<file path="config.mk">
export PLATFORM = sky130hd
export DESIGN_NAME = spi_master_burst_flat
export DESIGN_NICKNAME = d
export VERILOG_FILES = /design/src/rtl/spi_master_burst_pkg.sv /design/src/rtl/spi_master_burst_if.sv /design/src/rtl/spi_master_burst_clk_gen.sv /design/src/rtl/spi_master_burst.sv /design/src/flat_wrapper.sv
export SDC_FILE = /design/constraint.sdc
export NUM_CORES = 1
export LEC_CHECK = 0
export ABC_AREA = 1
export ABC_CLOCK_PERIOD_IN_PS = 4400
export BUFFER_PORTS_ARGS = -buffer_cell sky130_fd_sc_hd__buf_2
export CAP_MARGIN = 20
export CORE_ASPECT_RATIO = 0.7
export CORE_UTILIZATION = 60
export CTS_CLUSTER_DIAMETER = 80
export DETAILED_ROUTE_END_ITERATION = 10
export HOLD_SLACK_MARGIN = 0.08
export PLACE_DENSITY = 0.82
export SLEW_MARGIN = 30
export SYNTH_ARGS = -nofsm -noshare
export SYNTH_HDL_FRONTEND = slang
export SYNTH_HIERARCHICAL = 1
export SYNTH_SLANG_ARGS = --single-unit
</file>
<file path="constraint.sdc">
create_clock -name clk -period 4.4 [get_ports clk]
set_clock_uncertainty 0.2 [all_clocks]
set_input_delay 1.32 -clock clk [delete_from_list [all_inputs] [get_ports clk]]
set_output_delay 1.32 -clock clk [all_outputs]
set_load 0.005 [all_outputs]
</file>
<file path="src/rtl/spi_master_burst_pkg.sv">
// Shared definitions for the burst SPI master: FSM state codes,
// SPI mode constants and the latched mode record.
package spi_pkg;

    // FSM state encoding
    localparam logic [2:0] S_IDLE  = 3'd0;
    localparam logic [2:0] S_SETUP = 3'd1;
    localparam logic [2:0] S_SHIFT = 3'd2;
    localparam logic [2:0] S_WAIT  = 3'd3;
    localparam logic [2:0] S_HOLD  = 3'd4;
    localparam logic [2:0] S_GAP   = 3'd5;

    // SPI modes as {cpol, cpha}
    localparam logic [1:0] MODE0 = 2'b00;
    localparam logic [1:0] MODE1 = 2'b01;
    localparam logic [1:0] MODE2 = 2'b10;
    localparam logic [1:0] MODE3 = 2'b11;

    // Per-burst mode flags captured on the IDLE accept
    typedef struct packed {
        logic cpol;
        logic cpha;
        logic lsb_first;
    } spi_mode_t;

endpackage

</file>
<file path="src/rtl/spi_master_burst_if.sv">
// Word-level bus between the register block and the SPI master:
// TX valid/ready handshake plus the RX result pulse.
interface spi_master_burst_if #(
    parameter int DATA_W = 8
);
    logic              tx_valid;
    logic              tx_ready;
    logic [DATA_W-1:0] tx_data;
    logic              tx_last;
    logic              rx_valid;
    logic [DATA_W-1:0] rx_data;

    // Word source (CPU side)
    modport master (
        output tx_valid, tx_data, tx_last,
        input  tx_ready, rx_valid, rx_data
    );

    // SPI master side
    modport slave (
        input  tx_valid, tx_data, tx_last,
        output tx_ready, rx_valid, rx_data
    );
endinterface

</file>
<file path="src/rtl/spi_master_burst_clk_gen.sv">
// Half-period divider and SCLK register. The counter reloads from div
// whenever it is disabled or has just ticked, so every enabled phase
// lasts exactly div+1 cycles.
module spi_clk_gen #(
    parameter int DIV_W = 8
) (
    input  logic             clk,
    input  logic             rst_n,
    input  logic             en,
    input  logic [DIV_W-1:0] div,
    input  logic             load_idle,
    input  logic             idle_level,
    input  logic             toggle,
    output logic             tick,
    output logic             spi_clk
);
    logic [DIV_W-1:0] cnt_q, cnt_d;
    logic             sclk_q, sclk_d;

    assign tick    = en && (cnt_q == '0);
    assign spi_clk = sclk_q;

    // Next divider count: reload when idle or on tick, else count down
    always_comb begin
        cnt_d = cnt_q;
        if (!en || tick) begin
            cnt_d = div;
        end else begin
            cnt_d = cnt_q - 1'b1;
        end
    end

    // Next SCLK level: forced to the idle level, or toggled on a shift edge
    always_comb begin
        sclk_d = sclk_q;
        if (load_idle) begin
            sclk_d = idle_level;
        end else if (toggle) begin
            sclk_d = ~sclk_q;
        end
    end

    // Divider and SCLK state
    always_ff @(posedge clk or negedge rst_n) begin
        if (!rst_n) begin
            cnt_q  <= '0;
            sclk_q <= 1'b0;
        end else begin
            cnt_q  <= cnt_d;
            sclk_q <= sclk_d;
        end
    end
endmodule

</file>
<file path="src/rtl/spi_master_burst.sv">
// Burst-capable SPI master: variable word length, selectable chip select,
// integer SCLK divider, CS held between words until tx_last.
module spi_master_burst
    import spi_pkg::*;
#(
    parameter  int DATA_W = 8,
    parameter  int NUM_CS = 4,
    parameter  int DIV_W  = 8,
    localparam int CS_W   = $clog2(NUM_CS),
    localparam int LEN_W  = $clog2(DATA_W)
) (
    input  logic              clk,
    input  logic              rst_n,
    input  logic              cfg_cpol,
    input  logic              cfg_cpha,
    input  logic              cfg_lsb_first,
    input  logic [DIV_W-1:0]  cfg_div,
    input  logic [LEN_W-1:0]  cfg_len_m1,
    input  logic [CS_W-1:0]   cfg_cs_sel,
    spi_master_burst_if.slave bus,
    output logic              busy,
    output logic              spi_clk,
    output logic              spi_mosi,
    input  logic              spi_miso,
    output logic [NUM_CS-1:0] spi_cs_n
);
    localparam logic [NUM_CS-1:0] CS_ONE = {{(NUM_CS-1){1'b0}}, 1'b1};

    logic [2:0]        state_q, state_d;
    spi_mode_t         mode_q, mode_d;
    logic [LEN_W-1:0]  len_m1_q, len_m1_d;
    logic [DIV_W-1:0]  div_q, div_d;
    logic              last_q, last_d;
    logic [DATA_W-1:0] tx_word_q, tx_word_d;
    logic [DATA_W-1:0] rx_word_q, rx_word_d;
    logic [LEN_W-1:0]  bit_k_q, bit_k_d;
    logic [LEN_W:0]    edge_cnt_q, edge_cnt_d;
    logic              done_q, done_d;
    logic              rx_valid_q, rx_valid_d;
    logic [DATA_W-1:0] rx_data_q, rx_data_d;
    logic              tx_ready_q, tx_ready_d;
    logic [NUM_CS-1:0] cs_n_q, cs_n_d;
    logic              mosi_q, mosi_d;

    logic              accept;
    logic              tick;
    logic              div_en;
    logic              final_edge;
    logic [LEN_W-1:0]  bit_nx;
    logic              eff_cpha;
    logic              eff_lsb;
    logic [LEN_W-1:0]  eff_len_m1;
    logic [DIV_W-1:0]  div_sel;

    // Position inside the word of the k-th transferred bit
    function automatic logic [LEN_W-1:0] bit_pos(input logic [LEN_W-1:0] k,
                                                 input logic [LEN_W-1:0] len_m1,
                                                 input logic             lsb);
        return lsb ? k : (len_m1 - k);
    endfunction

    // In IDLE the live config applies (it is being captured); afterwards the latched copy
    assign eff_cpha   = (state_q == S_IDLE) ? cfg_cpha      : mode_q.cpha;
    assign eff_lsb    = (state_q == S_IDLE) ? cfg_lsb_first : mode_q.lsb_first;
    assign eff_len_m1 = (state_q == S_IDLE) ? cfg_len_m1    : len_m1_q;
    assign div_sel    = (state_q == S_IDLE) ? cfg_div       : div_q;

    assign accept     = bus.tx_valid && tx_ready_q;
    assign final_edge = (edge_cnt_q == {len_m1_q, 1'b1});
    assign bit_nx     = bit_k_q + 1'b1;
    // The cycle after the final edge (done_q) is not timed, so the divider reloads there
    assign div_en     = (state_q == S_SETUP) || (state_q == S_HOLD) || (state_q == S_GAP)
                     || ((state_q == S_SHIFT) && !done_q);

    spi_clk_gen #(
        .DIV_W (DIV_W)
    ) u_clk_gen (
        .clk        (clk),
        .rst_n      (rst_n),
        .en         (div_en),
        .div        (div_sel),
        .load_idle  ((state_q != S_SETUP) && (state_q != S_SHIFT)),
        .idle_level ((state_q == S_IDLE) ? cfg_cpol : mode_q.cpol),
        .toggle     ((state_q == S_SHIFT) && tick),
        .tick       (tick),
        .spi_clk    (spi_clk)
    );

    // FSM, shift registers and registered SPI/bus outputs
    always_comb begin
        state_d    = state_q;
        mode_d     = mode_q;
        len_m1_d   = len_m1_q;
        div_d      = div_q;
        last_d     = last_q;
        tx_word_d  = tx_word_q;
        rx_word_d  = rx_word_q;
        bit_k_d    = bit_k_q;
        edge_cnt_d = edge_cnt_q;
        done_d     = done_q;
        rx_valid_d = 1'b0;
        rx_data_d  = rx_data_q;
        cs_n_d     = cs_n_q;
        mosi_d     = mosi_q;

        case (state_q)
            S_IDLE, S_WAIT: begin
                if (accept) begin
                    if (state_q == S_IDLE) begin
                        mode_d.cpol      = cfg_cpol;
                        mode_d.cpha      = cfg_cpha;
                        mode_d.lsb_first = cfg_lsb_first;
                        len_m1_d         = cfg_len_m1;
                        div_d            = cfg_div;
                        cs_n_d           = ~(CS_ONE << cfg_cs_sel);
                    end
                    tx_word_d = bus.tx_data;
                    last_d    = bus.tx_last;
                    rx_word_d = '0;
                    bit_k_d   = '0;
                    // cpha=0 slaves sample on the first edge, so bit 0 must already be on MOSI
                    if (!eff_cpha) begin
                        mosi_d = bus.tx_data[bit_pos('0, eff_len_m1, eff_lsb)];
                    end
                    state_d = S_SETUP;
                end
            end
            S_SETUP: begin
                if (tick) begin
                    edge_cnt_d = '0;
                    state_d    = S_SHIFT;
                end
            end
            S_SHIFT: begin
                if (done_q) begin
                    // rx_valid is high this cycle; the next state may accept a word
                    done_d  = 1'b0;
                    state_d = last_q ? S_HOLD : S_WAIT;
                end else if (tick) begin
                    edge_cnt_d = edge_cnt_q + 1'b1;
                    if (!edge_cnt_q[0]) begin
                        // odd (leading) edge
                        if (!mode_q.cpha) begin
                            rx_word_d[bit_pos(bit_k_q, len_m1_q, mode_q.lsb_first)] = spi_miso;
                        end else begin
                            mosi_d = tx_word_q[bit_pos(bit_k_q, len_m1_q, mode_q.lsb_first)];
                        end
                    end else begin
                        // even (trailing) edge
                        if (mode_q.cpha) begin
                            rx_word_d[bit_pos(bit_k_q, len_m1_q, mode_q.lsb_first)] = spi_miso;
                            bit_k_d = bit_nx;
                        end else if (!final_edge) begin
                            bit_k_d = bit_nx;
                            mosi_d  = tx_word_q[bit_pos(bit_nx, len_m1_q, mode_q.lsb_first)];
                        end
                    end
                    if (final_edge) begin
                        done_d     = 1'b1;
                        rx_valid_d = 1'b1;
                        rx_data_d  = rx_word_d;
                    end
                end
            end
            S_HOLD: begin
                if (tick) begin
                    cs_n_d  = '1;
                    state_d = S_GAP;
                end
            end
            S_GAP: begin
                if (tick) begin
                    state_d = S_IDLE;
                end
            end
            default: begin
                cs_n_d  = '1;
                state_d = S_IDLE;
            end
        endcase

        tx_ready_d = (state_d == S_IDLE) || (state_d == S_WAIT);
    end

    // State and output registers; reset aborts any frame and releases CS at once
    always_ff @(posedge clk or negedge rst_n) begin
        if (!rst_n) begin
            state_q    <= S_IDLE;
            mode_q     <= '0;
            len_m1_q   <= '0;
            div_q      <= '0;
            last_q     <= 1'b0;
            tx_word_q  <= '0;
            rx_word_q  <= '0;
            bit_k_q    <= '0;
            edge_cnt_q <= '0;
            done_q     <= 1'b0;
            rx_valid_q <= 1'b0;
            rx_data_q  <= '0;
            tx_ready_q <= 1'b0;
            cs_n_q     <= '1;
            mosi_q     <= 1'b0;
        end else begin
            state_q    <= state_d;
            mode_q     <= mode_d;
            len_m1_q   <= len_m1_d;
            div_q      <= div_d;
            last_q     <= last_d;
            tx_word_q  <= tx_word_d;
            rx_word_q  <= rx_word_d;
            bit_k_q    <= bit_k_d;
            edge_cnt_q <= edge_cnt_d;
            done_q     <= done_d;
            rx_valid_q <= rx_valid_d;
            rx_data_q  <= rx_data_d;
            tx_ready_q <= tx_ready_d;
            cs_n_q     <= cs_n_d;
            mosi_q     <= mosi_d;
        end
    end

    assign bus.tx_ready = tx_ready_q;
    assign bus.rx_valid = rx_valid_q;
    assign bus.rx_data  = rx_data_q;
    assign busy         = (state_q != S_IDLE);
    assign spi_mosi     = mosi_q;
    assign spi_cs_n     = cs_n_q;
endmodule
</file>
<file path="src/flat_wrapper.sv">
// flat-port wrapper written by rule: the top's interface ports become plain ports
module spi_master_burst_flat import spi_pkg::*;
#(
    parameter  int DATA_W = 8,
    parameter  int NUM_CS = 4,
    parameter  int DIV_W  = 8,
    localparam int CS_W   = $clog2(NUM_CS),
    localparam int LEN_W  = $clog2(DATA_W)
)
  (clk, rst_n, cfg_cpol, cfg_cpha, cfg_lsb_first, cfg_div, cfg_len_m1, cfg_cs_sel, busy, spi_clk, spi_mosi, spi_miso, spi_cs_n, bus_tx_valid, bus_tx_data, bus_tx_last, bus_tx_ready, bus_rx_valid, bus_rx_data);
  spi_master_burst_if #(.DATA_W(DATA_W)) bus_i ();
  input  logic clk;
  input  logic rst_n;
  input  logic cfg_cpol;
  input  logic cfg_cpha;
  input  logic cfg_lsb_first;
  input  logic [DIV_W-1:0] cfg_div;
  input  logic [LEN_W-1:0] cfg_len_m1;
  input  logic [CS_W-1:0] cfg_cs_sel;
  output logic busy;
  output logic spi_clk;
  output logic spi_mosi;
  input  logic spi_miso;
  output logic [NUM_CS-1:0] spi_cs_n;
  input wire logic [$bits(bus_i.tx_valid)-1:0] bus_tx_valid;
  input wire logic [$bits(bus_i.tx_data)-1:0] bus_tx_data;
  input wire logic [$bits(bus_i.tx_last)-1:0] bus_tx_last;
  output wire logic [$bits(bus_i.tx_ready)-1:0] bus_tx_ready;
  output wire logic [$bits(bus_i.rx_valid)-1:0] bus_rx_valid;
  output wire logic [$bits(bus_i.rx_data)-1:0] bus_rx_data;
  assign bus_i.tx_valid = bus_tx_valid;
  assign bus_i.tx_data = bus_tx_data;
  assign bus_i.tx_last = bus_tx_last;
  assign bus_tx_ready = bus_i.tx_ready;
  assign bus_rx_valid = bus_i.rx_valid;
  assign bus_rx_data = bus_i.rx_data;
  spi_master_burst #(.DATA_W(DATA_W), .NUM_CS(NUM_CS), .DIV_W(DIV_W)) u_core (.clk(clk), .rst_n(rst_n), .cfg_cpol(cfg_cpol), .cfg_cpha(cfg_cpha), .cfg_lsb_first(cfg_lsb_first), .cfg_div(cfg_div), .cfg_len_m1(cfg_len_m1), .cfg_cs_sel(cfg_cs_sel), .bus(bus_i), .busy(busy), .spi_clk(spi_clk), .spi_mosi(spi_mosi), .spi_miso(spi_miso), .spi_cs_n(spi_cs_n));
endmodule
</file>
Word-level counts from Yosys, hierarchy flattened
Cells that the tools add are included.
{ "word_totals": {"regBits": 66, "latchBits": 0, "ram_bits": 0, "rom_bits": 0, "input_bits": 29, "output_inout_bits": 17, "word_cells": 145, "mem_count": 0} }
{ "classes": {"addsub": 5, "mul": 0, "div_mod_pow": 0, "magnitude_cmp": 4, "n_eq_ne": 20, "n_shift": 1, "n_mux": 62, "bitwise": 4, "n_reduce_logical": 30} }
{ "ops": {"columns": ["operator", "count"], "rows": [
  ["8-bit two-way mux", 8],
  ["3-bit two-way mux", 16],
  ["4-bit two-way mux", 6],
  ["1-bit two-way mux", 21],
  ["8-bit case mux with 2 select lines", 1],
  ["4-bit AND reduction", 4],
  ["3-bit case mux with 5 select lines", 1],
  ["3-bit by 4-bit less-than comparator with 1-bit output, second input constant", 3],
  ["2-bit by 1-bit inequality test with 1-bit output, second input constant", 6],
  ["4-bit case mux with 3 select lines", 1],
  ["1-bit binary-select mux with 3-bit select", 3],
  ["3-bit by 2-bit equality test with 1-bit output, second input constant", 3],
  ["8-bit bitwise mux", 1],
  ["8-bit logical NOT", 1],
  ["4-bit case mux with 2 select lines", 1],
  ["8-bit AND reduction", 1],
  ["8-bit by 1-bit subtractor with 8-bit output, second input constant", 1],
  ["3-bit equality test, second input constant", 2],
  ["1-bit logical AND", 6],
  ["3-bit logical NOT", 2],
  ["3-bit by 1-bit inequality test with 1-bit output, second input constant", 2],
  ["3-bit by 2-bit inequality test with 1-bit output, second input constant", 2],
  ["3-bit case mux with 2 select lines", 1],
  ["6-bit AND reduction", 1],
  ["other kinds (21)", 32]
]} }

Depth between registers and ports, before layout
Gate-level depths: netlist (run 1).
{ "logic_depth": {"ltp_word": 12, "depth_mapped": 16, "ltp_nobuf": 16} }

By module
The synthesis (run 1) kept the hierarchy.
{ "modules_own_cells": {"columns": ["mod", "n_inst", "cells_each", "area_per_inst_um2", "seq_area_each_um2"], "rows": [
  ["spi_master_burst", 1, 482, 3420.8, 1431.4],
  ["spi_clk_gen", 1, 71, 605.6, 225.2]
]} }

Worst setup path after synthesis (run 1)
Ideal clock, no wire load.
{ "synth_timing": {"kind": "register to register", "start": "reg u_core.state_q[1]", "end": "reg u_core.mosi_q, in the netlist u_core/spi_mosi", "setup_ns": 0.121, "arrival_ns": 2.480, "t_required_ns": 4.079, "path_slack_ns": 1.599, "path_stages_with_launch": 17, "n_path_buf": 0, "synth_period_minus_slack_ns": 2.801, "path_cell_list": "dfrtp_1 nor2_2 inv_1 nor2_1 inv_1 o211ai_1 inv_1 nor3_1 inv_1 nand4_1 nand3_2 nor2_8 nand2_2 nor2_1 nand2_1 nor2_1 a21oi_1"} }
{ "synth_via": {"elab_cells_between_ends": 30, "cone_classes": "12 x eq/ne; 9 x mux; 9 x reduce/logical"} }
{ "synth_lines": {"columns": ["item", "line", "source"], "rows": [
  ["from (decl)", "spi_master_burst.sv:29", "logic [2:0] state_q, state_d;"],
  ["from (signal assigned)", "spi_master_burst.sv:204", "state_q <= state_d;"],
  ["3-bit by 1-bit equality test with 1-bit output or 3-bit equality test (tied branches)", "spi_master_burst.sv:72", "assign div_en = (state_q == S_SETUP) || (state_q == S_HOLD) || (state_q == S_GAP)"],
  ["1-bit logical OR (2 in series)", "spi_master_burst.sv:72", null],
  ["1-bit logical OR (*)", "spi_master_burst.sv:73", "|| ((state_q == S_SHIFT) && !done_q);"],
  ["named net u_core.div_en", "spi_master_burst.sv:47", "logic div_en;"],
  ["1-bit logical AND (*)", "spi_master_burst_clk_gen.sv:20", "assign tick = en && (cnt_q == '0);"],
  ["named net u_core.tick", "spi_master_burst.sv:46", "logic tick;"],
  ["2-bit by 1-bit inequality test with 1-bit output (no source line) (*)", null, null],
  ["8-bit AND reduction (no source line) (*)", null, null],
  ["to (signal assigned)", "spi_master_burst.sv:218", "mosi_q <= mosi_d;"],
  ["to (decl)", "spi_master_burst.sv:43", "logic mosi_q, mosi_d;"]
]} }
Mark *: on every way through the listed nets, which the timed path passes. The rest lies on a longest branch. The select of a mux whose other input is x is not followed.
A chain may end at the register's enable or synchronous reset.

Worst setup path after layout (run 1)
{ "layout_timing": {"start": "reg u_core.state_q[1]", "end": "reg u_core.bit_k_q[2]"} }
{ "layout_via": {"elab_chain_cells": 7, "elab_cells_between_ends": 20, "cone_classes": "10 x eq/ne; 1 x mux; 9 x reduce/logical"} }
{ "layout_lines": {"columns": ["item", "line", "source"], "rows": [
  ["3-bit by 1-bit equality test with 1-bit output or 3-bit equality test (tied branches)", "spi_master_burst.sv:72", null],
  ["1-bit logical OR (2 in series)", "spi_master_burst.sv:72", null],
  ["1-bit logical OR (*)", "spi_master_burst.sv:73", null],
  ["named net u_core.div_en", "spi_master_burst.sv:47", null],
  ["1-bit logical AND (*)", "spi_master_burst_clk_gen.sv:20", null],
  ["named net u_core.tick", "spi_master_burst.sv:46", null],
  ["2-bit by 1-bit inequality test with 1-bit output (no source line) (*)", null, null],
  ["6-bit AND reduction (no source line) (*)", null, null],
  ["to (signal assigned)", "spi_master_burst.sv:211", "bit_k_q <= bit_k_d;"],
  ["to (decl)", "spi_master_burst.sv:36", "logic [LEN_W-1:0] bit_k_q, bit_k_d;"]
]} }
Mark *: on every way through the listed nets, which the timed path passes. The rest lies on a longest branch.

==> insert_results.sql, run 1 <==
INSERT INTO impl_metrics (metric_group, metric, value, unit) VALUES
('routing', 'route.detailed.vias_per_inst', '5.35', ''),
('synth', 'post_synth_xor_area_fraction', '1.31', '%'),
('routing', 'antenna_violating_nets_post_route', '0', ''),
('sta', 'setup_viol_count_final', '0', ''),
('cells_and_area', 'multi_input_comb_area', '1980', 'um2'),
('sta', 'timing.final.max_slew_violations', '0', ''),
('sta', 'timing_worst_slew_pin_value', '0.842', 'ns'),
('synth', 'number_of_synthesized_register_bits', '66', ''),
('synth', 'synth_top_cells_by_count', 'sky130_fd_sc_hd__nand2_1, sky130_fd_sc_hd__inv_1, sky130_fd_sc_hd__dfrtp_1', ''),
('cts', 'cts_tree', 'built', ''),
('hold_path', 'worst_hold_startpoint', 'u_core/last_q', ''),
('routing', 'drt_pre_antenna_iters', '7', ''),
('synth', 'synthDominantCellAreaShare', '38.5', '%'),
('run_status', 'run_status', 'complete, no violations', ''),
('cells_and_area', 'final_net_count', '638', ''),
('critical_path', 'cp_common_cell', 'sky130_fd_sc_hd__inv_1', ''),
('cts', 'cts_root_buffer', 'sky130_fd_sc_hd__clkbuf_8', ''),
('sta', 'final_min_period_over_clock_period', '73.8', '%'),
('cts', 'clk-insertion-delay-late', '0.35', 'ns'),
('place', 'place_hpwl', '6910', 'um'),
('cts', 'cts_buffer_depth', '2', ''),
('critical_path', 'reg2reg_slack', '1.15', 'ns'),
('cells_and_area', 'areaGrowthSynthToFinish', '11.7', '%'),
('critical_path', 'crit_path_max_fanout', '10', ''),
('synth', 'seq_area_frac_synth', '41.1', '%'),
('synth', 'synthesis.area', '4030', 'um2'),
('critical_path', 'critical_path_buf_inv_count', '4', ''),
('synth', 'synth-compound-area-share', '10.3', '%'),
('sta', 'fin_setup_tns', '0', 'ns'),
('synth', 'number_of_instances_in_the_synthesized_netlist', '553', ''),
('die', 'fp.dieW', '99.9', 'um'),
('die', 'core.rowCount', '24', ''),
('critical_path', 'critical_path_arrival', '3.32', 'ns'),
('place', 'gp_routability_congestion', '0.929', ''),
('grt', 'via_count_of_the_first_global_routing_pass', '3382', ''),
('critical_path', 'setup.worst_path.start_class', 'flip-flop', ''),
('hold_path', 'worstHoldPathType', 'flip-flop to flip-flop', ''),
('sta', 'rsz_0062_raised_after_global_routing', 'no', ''),
('synth', 'synth_top_family_by_area', 'simple AND/OR/NAND/NOR gates', ''),
('cts', 'inserted_clock_buffers', '9', ''),
('synth', 'async_sr_flop_fraction', '100', '%'),
('power', 'total_leakage_power', '2.35', 'nW'),
('critical_path', 'worst_r2r_endpoint', 'u_core/bit_k_q[2]', ''),
('cts', 'clock-sinks', '66', ''),
('die', 'ioPinCount', '46', ''),
('critical_path', 'critPathCaptureType', 'flip-flop', ''),
('sta', 'maxClockFrequency', '0.308', 'GHz'),
('power', 'worst_ir_drop_vdd', '0.317', 'mV'),
('synth', 'adder_and_majority_cell_fraction_of_the_synthesized_area', '2.86', '%'),
('routing', 'drt-initial-drc-count', '305', ''),
('grt', 'grt_start_max_net_pins', '67', ''),
('die', 'initial_core_util', '63.2', '%'),
('synth', 'synth.most_common_cell', 'sky130_fd_sc_hd__nand2_1', ''),
('synth', 'netlist.top_cell.by_area', 'sky130_fd_sc_hd__dfrtp_1', ''),
('die', 'floorplan.core_area', '6370', 'um2'),
('die', 'dieArea', '7050', 'um2'),
('cells_and_area', 'post_route_cells_drive_above_1_share', '17.5', '%'),
('critical_path', 'crit_path_max_incr_delay', '0.46', 'ns'),
('critical_path', 'slowest_stage', 'sky130_fd_sc_hd__dfrtp_1', ''),
('place', 'port-buffer-count', '45', ''),
('critical_path', 'critical_path_depth', '15', ''),
('power', 'power-per-cell-area', '687', 'nW/um2'),
('critical_path', 'critical_path.top_delay_family', 'simple AND/OR/NAND/NOR gates', ''),
('sta', 'slew_headroom', '43.8', '%'),
('cts', 'cts_hold_buf', '0', ''),
('cells_and_area', 'regArea', '1660', 'um2'),
('synth', 'post_synth.cell_area_avg', '7.28', 'um2'),
('routing', 'routedWlPerCell', '13.3', 'um'),
('critical_path', 'r2r.worst_path.cells', '15', ''),
('synth', 'ys_top_cells_by_area', 'sky130_fd_sc_hd__dfrtp_1, sky130_fd_sc_hd__nand2_1, sky130_fd_sc_hd__inv_1', ''),
('routing', 'count_of_vias_placed_by_the_detailed_router', '3726', '');
==> final cells by class <==
class	instances	share of cell area [%]
multi-input combinational	391	44.1
sequential	66	36.8
inverter	87	7.49
timing repair buffer	46	5.18
clock buffer	9	2.76
tap	91	2.53
clock inverter	7	1.14
==> how the worst min path moves through the flow <==
stage                               end  slack (ns)  cells past startpoint
floorplan                 u_core/last_q        0.25                      2
global placement    u_core/rx_word_q[6]        0.26                      2
detailed placement  u_core/rx_word_q[2]        0.27                      2
CTS                 u_core/rx_word_q[2]        0.29                      2
global route        u_core/rx_word_q[7]        0.31                      2
finish                    u_core/last_q        0.29                      2
==> power breakdown <==
part | leakage (nW) | switching (mW) | internal, mW
registers | 0.810 | 0.143 | 0.792
logic | 1.45 | 1.14 | 0.549
clock network | 0.0864 | 0.260 | 0.208
==> layout by cell type (no fill, tap or decap), types with 2 or more instances in the layout <==
cell                         synthesis  routed
sky130_fd_sc_hd__xnor2_1             4       4
sky130_fd_sc_hd__o21ai_1            16      16
sky130_fd_sc_hd__nor2_1             36      36
sky130_fd_sc_hd__clkinvlp_4          0       2
sky130_fd_sc_hd__buf_2               2      45
sky130_fd_sc_hd__nand4_1             4       4
sky130_fd_sc_hd__nor2_8              4       4
sky130_fd_sc_hd__nand2_1           168     168
sky130_fd_sc_hd__a21oi_1            10      10
sky130_fd_sc_hd__nand3_2             2       2
sky130_fd_sc_hd__nor2_2              5       5
sky130_fd_sc_hd__inv_6               0       3
sky130_fd_sc_hd__inv_2               6       6
sky130_fd_sc_hd__inv_1              79      79
sky130_fd_sc_hd__nand2_2            14      14
sky130_fd_sc_hd__nand3_1            55      55
sky130_fd_sc_hd__clkbuf_8            0       9
sky130_fd_sc_hd__dfstp_2             4       4
sky130_fd_sc_hd__o21ai_0            44      44
sky130_fd_sc_hd__nor3_1              6       6
sky130_fd_sc_hd__clkinv_2            0       2
sky130_fd_sc_hd__ha_1                6       6
sky130_fd_sc_hd__dfrtp_1            62      62
sky130_fd_sc_hd__o21bai_1            2       2
sky130_fd_sc_hd__fa_1                2       2
sky130_fd_sc_hd__xor2_1              2       2
==> metrics by stage <==
| step | std cells | util [%] | cell area [um2] | setup slack [ns] |
|---|---|---|---|---|
| 6_report | 697 | 70.6 | 4500 | 1.15 |
| 5_1_grt | 697 | 70.6 | 4500 | 0.865 |
| 4_1_cts | 697 | 70.6 | 4500 | 1.19 |
| 3_5_place_dp | 681 | 67.9 | 4320 | 1.22 |
| 3_3_place_gp | 681 | 67.9 | 4320 | 1.36 |
| 2_1_floorplan | 553 | - | 4030 | 1.60 |
==> worst register-to-register path, stage by stage (launching register included) <==
cell                       delay (ns)
sky130_fd_sc_hd__dfrtp_1         0.46
sky130_fd_sc_hd__nor2_2          0.26
sky130_fd_sc_hd__inv_1           0.07
sky130_fd_sc_hd__nor2_1          0.21
sky130_fd_sc_hd__inv_1           0.13
sky130_fd_sc_hd__o211ai_1        0.10
sky130_fd_sc_hd__inv_1           0.13
sky130_fd_sc_hd__nor3_1          0.34
sky130_fd_sc_hd__inv_1           0.25
sky130_fd_sc_hd__nand4_1         0.17
sky130_fd_sc_hd__nand3_2         0.14
sky130_fd_sc_hd__nor2_8          0.20
sky130_fd_sc_hd__nand2_2         0.08
sky130_fd_sc_hd__nor2_2          0.23
sky130_fd_sc_hd__nand3_1         0.10
sky130_fd_sc_hd__o21ai_0         0.10
==> state kept, by name (all words and copies together) (netlist names) <==
signal,cells
u_core/bus.rx_data,8
u_core/len_m1_q,3
u_core/div_q,8
u_core/spi_mosi,1
u_core/u_clk_gen/cnt_q,8
u_core/bit_k_q,3
u_core/tx_word_q,8
u_core/u_clk_gen/spi_clk,1
u_core/mode_q,3
u_core/last_q,1
u_core/done_q,1
u_core/rx_word_q,8
u_core/bus.tx_ready,1
u_core/edge_cnt_q,4
u_core/spi_cs_n,4
u_core/bus.rx_valid,1
u_core/state_q,3
==> per-layer routing <==
| metal | up-vias | GRT usage [%] | share of wire, % |
|---|---|---|---|
| met5 | - | 0 | 0 |
| met2 | 161 | 40.6 | 41 |
| met3 | 11 | 5.24 | 7.9 |
| li1 | 1837 | - | - |
| met1 | 1717 | 44.5 | 50 |
| met4 | 0 | 6.86 | 0.84 |
==> logic make-up (layout without fill, tap and decap cells) <==
| group | count (synthesis) | after routing |
|---|---|---|
| flip-flops | 66 | 66 |
| AO/OA/AOI/OAI | 76 | 76 |
| AND/OR/NAND/NOR | 300 | 300 |
| buffers and inverters | 96 | 149 |
| XOR/XNOR | 6 | 6 |
| adder cells (fa/ha/maj) | 8 | 8 |
| multiplexers | 1 | 1 |
Power figures use the tool's default switching activity.
==> inputs of run 2 (changes only) <==
--- a/config.mk
+++ b/config.mk
@@ -6,15 +6,15 @@
 export NUM_CORES = 1
 export LEC_CHECK = 0
 export ABC_AREA = 1
-export ABC_CLOCK_PERIOD_IN_PS = 4400
+export ABC_CLOCK_PERIOD_IN_PS = 2800
 export BUFFER_PORTS_ARGS = -buffer_cell sky130_fd_sc_hd__buf_2
 export CAP_MARGIN = 20
 export CORE_ASPECT_RATIO = 0.7
-export CORE_UTILIZATION = 60
+export CORE_UTILIZATION = 53
 export CTS_CLUSTER_DIAMETER = 80
 export DETAILED_ROUTE_END_ITERATION = 10
 export HOLD_SLACK_MARGIN = 0.08
-export PLACE_DENSITY = 0.82
+export PLACE_DENSITY = 0.76
 export SLEW_MARGIN = 30
 export SYNTH_ARGS = -nofsm -noshare
 export SYNTH_HDL_FRONTEND = slang
==> constraint.sdc (replaced) <==
create_clock -name clk -period 2.8 [get_ports clk]
set_clock_uncertainty 0.2 [all_clocks]
set_input_delay 0.84 -clock clk [delete_from_list [all_inputs] [get_ports clk]]
set_output_delay 0.84 -clock clk [all_outputs]
set_load 0.005 [all_outputs]
==> run 2 against run 1 <==
  * Worst setup slack worse by 1.0 ns
  * Combinational power up 60%
  * Sequential power up 58%
  * Via count decreased by 2.0%
  * Wire length down 0.98%
  * Total power is 57% higher
  * Die area grew 13%
  * Utilization shrank 8.1 points
  * Non-clock buffer count rose by 8
  * Flip-flop and latch count is the same
  * Highest routed layer unchanged
  * Hold slack worse by 0.0048 ns
  * Critical endpoint is now u_core/spi_mosi
  * Largest power group unchanged
  * First-iteration DRC count decreased by 14%
==> insert_results.sql, run 2 (synthesis gave the netlist of run 1 again) <==
INSERT INTO impl_metrics (metric_group, metric, value, unit) VALUES
('place', 'dpl-instance-area', '4400', 'um2'),
('cells_and_area', 'areaGrowthSynthToFinish', '13.7', '%'),
('run', 'cap_violations', '0', ''),
('cts', 'inserted_clock_buffers', '9', ''),
('cts', 'cts_tree', 'built', ''),
('grt', 'grt_first_pass_wirelength', '15300', 'um'),
('die', 'core.rowCount', '26', ''),
('routing', 'routedWlPerCell', '12.9', 'um'),
('sta', 'rsz_0062_raised_after_global_routing', 'no', ''),
('routing', 'drt_pre_antenna_iters', '5', ''),
('cells_and_area', 'final_common_cell', 'sky130_fd_sc_hd__nand2_1', ''),
('die', 'die_height', '74.9', 'um'),
('cells_and_area', 'post_route_cells_drive_above_1_share', '18.6', '%'),
('cts', 'clk-insertion-delay-late', '0.34', 'ns'),
('power', 'intPower', '2.49', 'mW'),
('place', 'place_hpwl', '6960', 'um'),
('power', 'combPwrFrac', '55.4', '%'),
('sta', 'final_min_period_over_clock_period', '94.7', '%'),
('cells_and_area', 'layout.cells.most_common_list', 'sky130_fd_sc_hd__nand2_1, sky130_fd_sc_hd__inv_1, sky130_fd_sc_hd__dfrtp_1', ''),
('cts', 'cts_buffer_depth', '2', ''),
('critical_path', 'critical_path_class', 'flip-flop to flip-flop', ''),
('routing', 'count_of_vias_placed_by_the_detailed_router', '3651', ''),
('cts', 'htreeDepth', '3', ''),
('power', 'total_leakage_power', '2.40', 'nW'),
('hold_path', 'worstHoldPathType', 'flip-flop to flip-flop', ''),
('cts', 'path_clk_slew', '0.07', 'ns'),
('cells_and_area', 'final_net_count', '646', ''),
('sta', 'timing.final.max_slew_violations', '0', ''),
('grt', 'grt_usage', '25.1', '%'),
('power', 'switching_power', '2.37', 'mW'),
('cts', 'cts_hold_buf', '0', ''),
('sta', 'fin_setup_tns', '0', 'ns'),
('sta', 'setup_viol_count_final', '0', ''),
('routing', 'drt_drc_violations_left', '0', ''),
('cells_and_area', 'layout.cells.non_filler', '712', ''),
('critical_path', 'crit_required', '2.83', 'ns'),
('die', 'floorplan.core_area', '7320', 'um2'),
('routing', 'antenna_violating_nets_post_route', '0', ''),
('place', 'preCtsSetupSlack', '0.0493', 'ns'),
('run_status', 'run_status', 'complete, no violations', ''),
('die', 'ioPinCount', '46', ''),
('grt', 'grt_antenna_before_repair', '0', ''),
('cells_and_area', 'final_design_area_no_fill', '4580', 'um2'),
('routing', 'route.detailed.vias_per_inst', '5.13', ''),
('sta', 'final_period_minus_worst_setup_slack', '2.65', 'ns'),
('power', 'power_frac_clock', '14.2', '%'),
('place', 'dp.cells', '696', ''),
('place', 'port-buffer-count', '45', ''),
('critical_path', 'crit_path_max_fanout', '10', ''),
('sta', 'maxClockFrequency', '0.377', 'GHz'),
('sta', 'timing_worst_slew_pin_value', '0.382', 'ns'),
('critical_path', 'critPathCaptureType', 'flip-flop', ''),
('die', 'fp.dieW', '106', 'um'),
('cells_and_area', 'n_antenna_cell', '0', ''),
('power', 'share_seq_of_total_power', '30.4', '%'),
('critical_path', 'critical_path_arrival', '2.68', 'ns'),
('place', 'gp_routability_congestion', '0.925', ''),
('grt', 'via_count_of_the_first_global_routing_pass', '3279', ''),
('grt', 'globalRoute.totalOverflow', '0', ''),
('routing', 'drt-initial-drc-count', '262', ''),
('sta', 'hold_slack', '0.285', 'ns'),
('grt', 'grt_start_max_net_pins', '67', ''),
('power', 'power-per-cell-area', '1060', 'nW/um2'),
('die', 'initial_core_util', '55.0', '%'),
('cts', 'cts_root_buffer', 'sky130_fd_sc_hd__clkbuf_8', ''),
('critical_path', 'setup.worst_path.start_class', 'flip-flop', ''),
('sta', 'worst_slack', '0.150', 'ns'),
('cts', 'clock-sinks', '66', ''),
('power', 'swShare', '48.7', '%'),
('die', 'dieArea', '7960', 'um2'),
('sta', 'slew_headroom', '74.5', '%'),
('routing', 'routed_wl', '9190', 'um'),
('power', 'worst_ir_drop_vdd', '0.651', 'mV'),
('sta', 'final-hold-violation-count', '0', '');
==> run 2: changes by cell type in the layout (fill, tap and decap cells not counted), sizes merged <==
cell,previous run,this run
buf,46,54
clkinv,2,3
inv,90,87
clkbuf,9,13
clkinvlp,2,0
==> run 2: power by group through the flow <==
stage	logic (mW)	registers [mW]	clock network (mW)
finish	2.69	1.48	0.692
global route	3.06	1.51	0.755
CTS	2.65	1.47	0.715
detailed placement	2.64	1.49	0
global placement	2.57	1.48	0
floorplan	2.07	1.42	0
==> run 2: path summary, 6_finish.rpt <==
| kind | startpoint | end | slack, ns | cells after the start |
|---|---|---|---|---|
| max in group asynchronous | rst_n | u_core/spi_cs_n[1] | 1.78 | 2 |
| hold / removal | u_core/last_q | u_core/last_q | 0.28 | 2 |
| hold reg to reg | u_core/last_q | u_core/last_q | 0.28 | 2 |
| setup reg to reg | u_core/state_q[1] | u_core/spi_mosi | 0.15 | 16 |
| setup / recovery | u_core/state_q[1] | u_core/spi_mosi | 0.15 | 16 |
| min in group asynchronous | rst_n | u_core/div_q[0] | 0.31 | 2 |
==> run 2: metal layers <==
layer | global-route usage, % | vias to the layer above | part of all wire [%]
met5 | 0 | - | 0
met4 | 7.87 | 0 | 0.92
met3 | 5.28 | 7 | 6.8
met2 | 37.2 | 107 | 41
met1 | 37.0 | 1671 | 51
li1 | - | 1866 | -
==> run 2: repair_timing <==
| action | CTS | global route |
|---|---|---|
| buffers inserted | 0 | 0 |
| setup endpoints to repair | 0 | 16 |
| gates resized for setup | 0 | 4 |
==> run 2: cell type report <==
cell class                 instances  area (um2)
timing repair buffer              54         305
tap                               98         123
inverter                          87         337
fill                             670        2740
clock buffer                      13         149
sequential                        66        1660
multi-input combinational        391        1990
clock inverter                     3        15.0
==> run 2: critical path, stage by stage (launching register included) <==
cell,delay (ns)
sky130_fd_sc_hd__dfrtp_2,0.46
sky130_fd_sc_hd__nor2_2,0.15
sky130_fd_sc_hd__inv_1,0.05
sky130_fd_sc_hd__nor2_1,0.12
sky130_fd_sc_hd__inv_1,0.10
sky130_fd_sc_hd__o211ai_1,0.09
sky130_fd_sc_hd__inv_1,0.15
sky130_fd_sc_hd__nor3_4,0.26
sky130_fd_sc_hd__inv_2,0.07
sky130_fd_sc_hd__nand4_1,0.10
sky130_fd_sc_hd__nand3_2,0.13
sky130_fd_sc_hd__nor2_8,0.18
sky130_fd_sc_hd__nand2_2,0.08
sky130_fd_sc_hd__nor2_1,0.13
sky130_fd_sc_hd__nand2_1,0.07
sky130_fd_sc_hd__nor2_1,0.13
sky130_fd_sc_hd__a21oi_1,0.08
==> run 2: per-stage QoR <==
stage               util, %  power [mW]
finish                 62.5        4.86
global route           62.5        5.32
CTS                    62.4        4.84
detailed placement     60.1        4.13
global placement       60.1        4.05
floorplan                 -        3.50
==> inputs of run 3 (changes only) <==
--- a/config.mk
+++ b/config.mk
@@ -6,15 +6,15 @@
 export NUM_CORES = 1
 export LEC_CHECK = 0
 export ABC_AREA = 1
-export ABC_CLOCK_PERIOD_IN_PS = 2800
+export ABC_CLOCK_PERIOD_IN_PS = 2450
 export BUFFER_PORTS_ARGS = -buffer_cell sky130_fd_sc_hd__buf_2
 export CAP_MARGIN = 20
 export CORE_ASPECT_RATIO = 0.7
-export CORE_UTILIZATION = 53
+export CORE_UTILIZATION = 59
 export CTS_CLUSTER_DIAMETER = 80
 export DETAILED_ROUTE_END_ITERATION = 10
 export HOLD_SLACK_MARGIN = 0.08
-export PLACE_DENSITY = 0.76
+export PLACE_DENSITY = 0.8
 export SLEW_MARGIN = 30
 export SYNTH_ARGS = -nofsm -noshare
 export SYNTH_HDL_FRONTEND = slang
==> constraint.sdc (replaced) <==
create_clock -name clk -period 2.45 [get_ports clk]
set_clock_uncertainty 0.2 [all_clocks]
set_input_delay 0.735 -clock clk [delete_from_list [all_inputs] [get_ports clk]]
set_output_delay 0.735 -clock clk [all_outputs]
set_load 0.005 [all_outputs]
==> run 3 against run 2 <==
  * Register-to-register slack lost 0.08 ns
  * Die area shrank 9.9%
  * Via count increased by 6.0%
  * Count of clock-buffer cells in the layout down 4
  * Hold slack lost 0.10 ns
  * Sequential share of layout area shrank 1.8 points
  * Combinational power up 27%
  * Final cell count increased by 0.84%
  * Sequential power grew 15%
  * Flip-flop and latch count is the same
  * Critical endpoint is now busy
  * Largest power group unchanged
==> insert_results.sql, run 3 (synthesis gave the netlist of run 1 again) <==
INSERT INTO impl_metrics (metric_group, metric, value, unit) VALUES
('cells_and_area', 'final_common_cell', 'sky130_fd_sc_hd__nand2_1', ''),
('cts', 'path_clk_slew', '0.08', 'ns'),
('run', 'cap_violations', '0', ''),
('power', 'switching_power', '2.97', 'mW'),
('critical_path', 'cp-endpoint', 'busy', ''),
('routing', 'routedWlPerCell', '13.8', 'um'),
('grt', 'globalRoute.totalOverflow', '0', ''),
('cells_and_area', 'areaGrowthSynthToFinish', '19.7', '%'),
('critical_path', 'ordered_list_of_cells_on_the_worst_path', 'nor2_4 > buf_4 > nand2_2 > buf_2', ''),
('cts', 'htreeDepth', '3', ''),
('routing', 'count_of_vias_placed_by_the_detailed_router', '3869', ''),
('sta', 'final_min_period_over_clock_period', '97.3', '%'),
('critical_path', 'r2r.worst_path.cells', '16', ''),
('hold_path', 'worstHoldPathType', 'input pin to asynchronous set/reset pin', ''),
('cts', 'clock-sinks', '66', ''),
('die', 'dieArea', '7160', 'um2'),
('critical_path', 'critPathCaptureType', 'primary output', ''),
('power', 'intPower', '3.13', 'mW'),
('grt', 'grt_antenna_before_repair', '0', ''),
('sta', 'final_period_minus_worst_setup_slack', '2.38', 'ns'),
('sta', 'rsz_0062_raised_after_global_routing', 'yes', ''),
('critical_path', 'critical_path.startpoint', 'u_core/state_q[0]', ''),
('cells_and_area', 'final_net_count', '659', ''),
('power', 'combPwrFrac', '56.1', '%'),
('power', 'share_seq_of_total_power', '27.9', '%'),
('routing', 'drt-initial-drc-count', '215', ''),
('grt', 'grt_usage', '29.9', '%'),
('critical_path', 'reg2reg_slack', '0.07', 'ns'),
('cells_and_area', 'post_route_cells_drive_above_1_share', '24.9', '%'),
('grt', 'via_count_of_the_first_global_routing_pass', '3529', ''),
('sta', 'timing.final.max_slew_violations', '0', ''),
('cts', 'clk-insertion-delay-late', '0.35', 'ns'),
('cts', 'cts_root_buffer', 'sky130_fd_sc_hd__clkbuf_8', ''),
('place', 'place_hpwl', '7210', 'um'),
('routing', 'routed_wl', '9890', 'um'),
('cts', 'inserted_clock_buffers', '9', ''),
('critical_path', 'critical_path_class', 'flip-flop to primary output', ''),
('sta', 'slew_headroom', '71.9', '%'),
('power', 'total_leakage_power', '2.49', 'nW'),
('cells_and_area', 'final_core_utilization', '75.4', '%'),
('die', 'initial_core_util', '62.9', '%'),
('critical_path', 'critical_path_arrival', '1.45', 'ns'),
('sta', 'final-hold-violation-count', '0', ''),
('routing', 'route.detailed.vias_per_inst', '5.39', ''),
('die', 'fp.dieW', '101', 'um'),
('sta', 'timing_worst_slew_pin_value', '0.421', 'ns'),
('critical_path', 'crit_required', '1.51', 'ns'),
('cells_and_area', 'layout.cells.non_filler', '718', ''),
('cts', 'cts_tree', 'built', ''),
('critical_path', 'slowest_stage', 'sky130_fd_sc_hd__dfrtp_2', ''),
('run_status', 'run_status', 'complete, no violations', ''),
('die', 'ioPinCount', '46', ''),
('die', 'floorplan.core_area', '6400', 'um2'),
('cells_and_area', 'n_antenna_cell', '0', ''),
('die', 'die_height', '71.1', 'um'),
('sta', 'fin_setup_tns', '0', 'ns'),
('cts', 'cts_buffer_depth', '2', ''),
('power', 'swShare', '48.7', '%'),
('critical_path', 'worst_r2r_endpoint', 'u_core/rx_word_q[6]', ''),
('power', 'power-per-cell-area', '1270', 'nW/um2'),
('grt', 'grt_start_max_net_pins', '67', ''),
('cts', 'cts_hold_buf', '0', ''),
('critical_path', 'crit_path_max_incr_delay', '0.46', 'ns'),
('routing', 'antenna_violating_nets_post_route', '0', ''),
('place', 'port-buffer-count', '45', ''),
('routing', 'drt_pre_antenna_iters', '7', ''),
('critical_path', 'worst_r2r_startpoint', 'u_core/len_m1_q[0]', ''),
('routing', 'drt_drc_violations_left', '0', ''),
('cells_and_area', 'layout.cells.most_common_list', 'sky130_fd_sc_hd__nand2_1, sky130_fd_sc_hd__inv_1, sky130_fd_sc_hd__dfrtp_1', ''),
('power', 'worst_ir_drop_vdd', '0.676', 'mV'),
('power', 'power_frac_clock', '15.9', '%'),
('grt', 'grt_first_pass_wirelength', '16400', 'um'),
('critical_path', 'setup.worst_path.start_class', 'flip-flop', ''),
('die', 'core.rowCount', '24', ''),
('sta', 'setup_viol_count_final', '0', ''),
('sta', 'maxClockFrequency', '0.419', 'GHz'),
('critical_path', 'crit_path_max_fanout', '12', ''),
('place', 'gp_routability_congestion', '0.962', ''),
('place', 'dp.cells', '701', '');
-- run 3: changes by cell type in the layout (fill, tap and decap cells not counted), moves of 3 or more --
cell,change
sky130_fd_sc_hd__nand2_1,-5
sky130_fd_sc_hd__clkinv_2,-3
sky130_fd_sc_hd__inv_6,+3
sky130_fd_sc_hd__nand3_1,-3
sky130_fd_sc_hd__inv_2,+5
sky130_fd_sc_hd__nand3_2,+3
sky130_fd_sc_hd__nor2_1,-4
sky130_fd_sc_hd__clkbuf_1,-3
sky130_fd_sc_hd__o21ai_2,+4
sky130_fd_sc_hd__o21ai_0,-5
sky130_fd_sc_hd__nand2_2,+5
sky130_fd_sc_hd__inv_1,-5
sky130_fd_sc_hd__buf_4,+10
-- run 3: area by class of cell --
class,count,area [um2]
Timing Repair Buffer,67,423
Multi-Input combinational cell,391,2080
Fill cell,477,1580
Inverter,87,337
Sequential cell,66,1660
Tap cell,91,114
Clock buffer,9,124
Clock inverter,7,82.6
-- run 3: layer usage --
metal | part of all wire, % | global-route usage [%] | up-vias | wire [um]
met2 | 44 | 43.5 | 133 | 4400
met1 | 47 | 44.4 | 1831 | 4680
met3 | 6.8 | 5.93 | 15 | 668
li1 | - | - | 1890 | -
met5 | 0 | 0 | - | 0
met4 | 1.5 | 10.5 | 0 | 144
-- run 3: stage by stage --
stage | power, mW | instance area (um2) | hold slack [ns] | setup slack, ns
final | 6.10 | 4820 | 0.182 | 0.0660
after global routing | 6.58 | 4820 | 0.220 | -0.0647
after CTS | 5.91 | 4720 | 0.190 | 0.0184
after detailed placement | 4.90 | 4510 | 0.265 | -0.0405
after global placement | 4.78 | 4510 | 0.262 | 0.0365
after floorplan | 4.02 | 4040 | 0.239 | 0.000349
-- run 3: how the worst min path moves through the flow --
stage,depth (start not counted),start,endpoint
after detailed placement,2,u_core/rx_word_q[2],u_core/rx_word_q[2]
after global placement,2,u_core/rx_word_q[0],u_core/rx_word_q[0]
after global routing,2,rst_n,u_core/u_clk_gen/cnt_q[4]
after CTS,2,rst_n,u_core/u_clk_gen/cnt_q[5]
final,2,rst_n,u_core/u_clk_gen/cnt_q[4]
after floorplan,0,rst_n,u_core/bit_k_q[0]
-- run 3: power groups by stage --
| stage | clock, mW | combinational (mW) | sequential, mW |
|---|---|---|---|
| after floorplan | 0 | 2.39 | 1.63 |
| after global placement | 0 | 3.09 | 1.69 |
| after detailed placement | 0 | 3.19 | 1.71 |
| after CTS | 0.996 | 3.23 | 1.69 |
| after global routing | 1.03 | 3.81 | 1.74 |
| final | 0.972 | 3.42 | 1.70 |
-- run 3: critical path: cells and delay by family (launching register included) --
kind	cells	cell delay, ns
buffers and inverters	2	0.34
and+or+nand+nor	2	0.30
DFF	1	0.46
-- run 3: timing repair --
item                                    4_1_cts  5_1_grt
buffers inserted                              0        1
endpoints found under the hold margin         0        0
gates resized for setup                       3       33
pin swaps                                     0        2
endpoints found under the setup margin        6       22
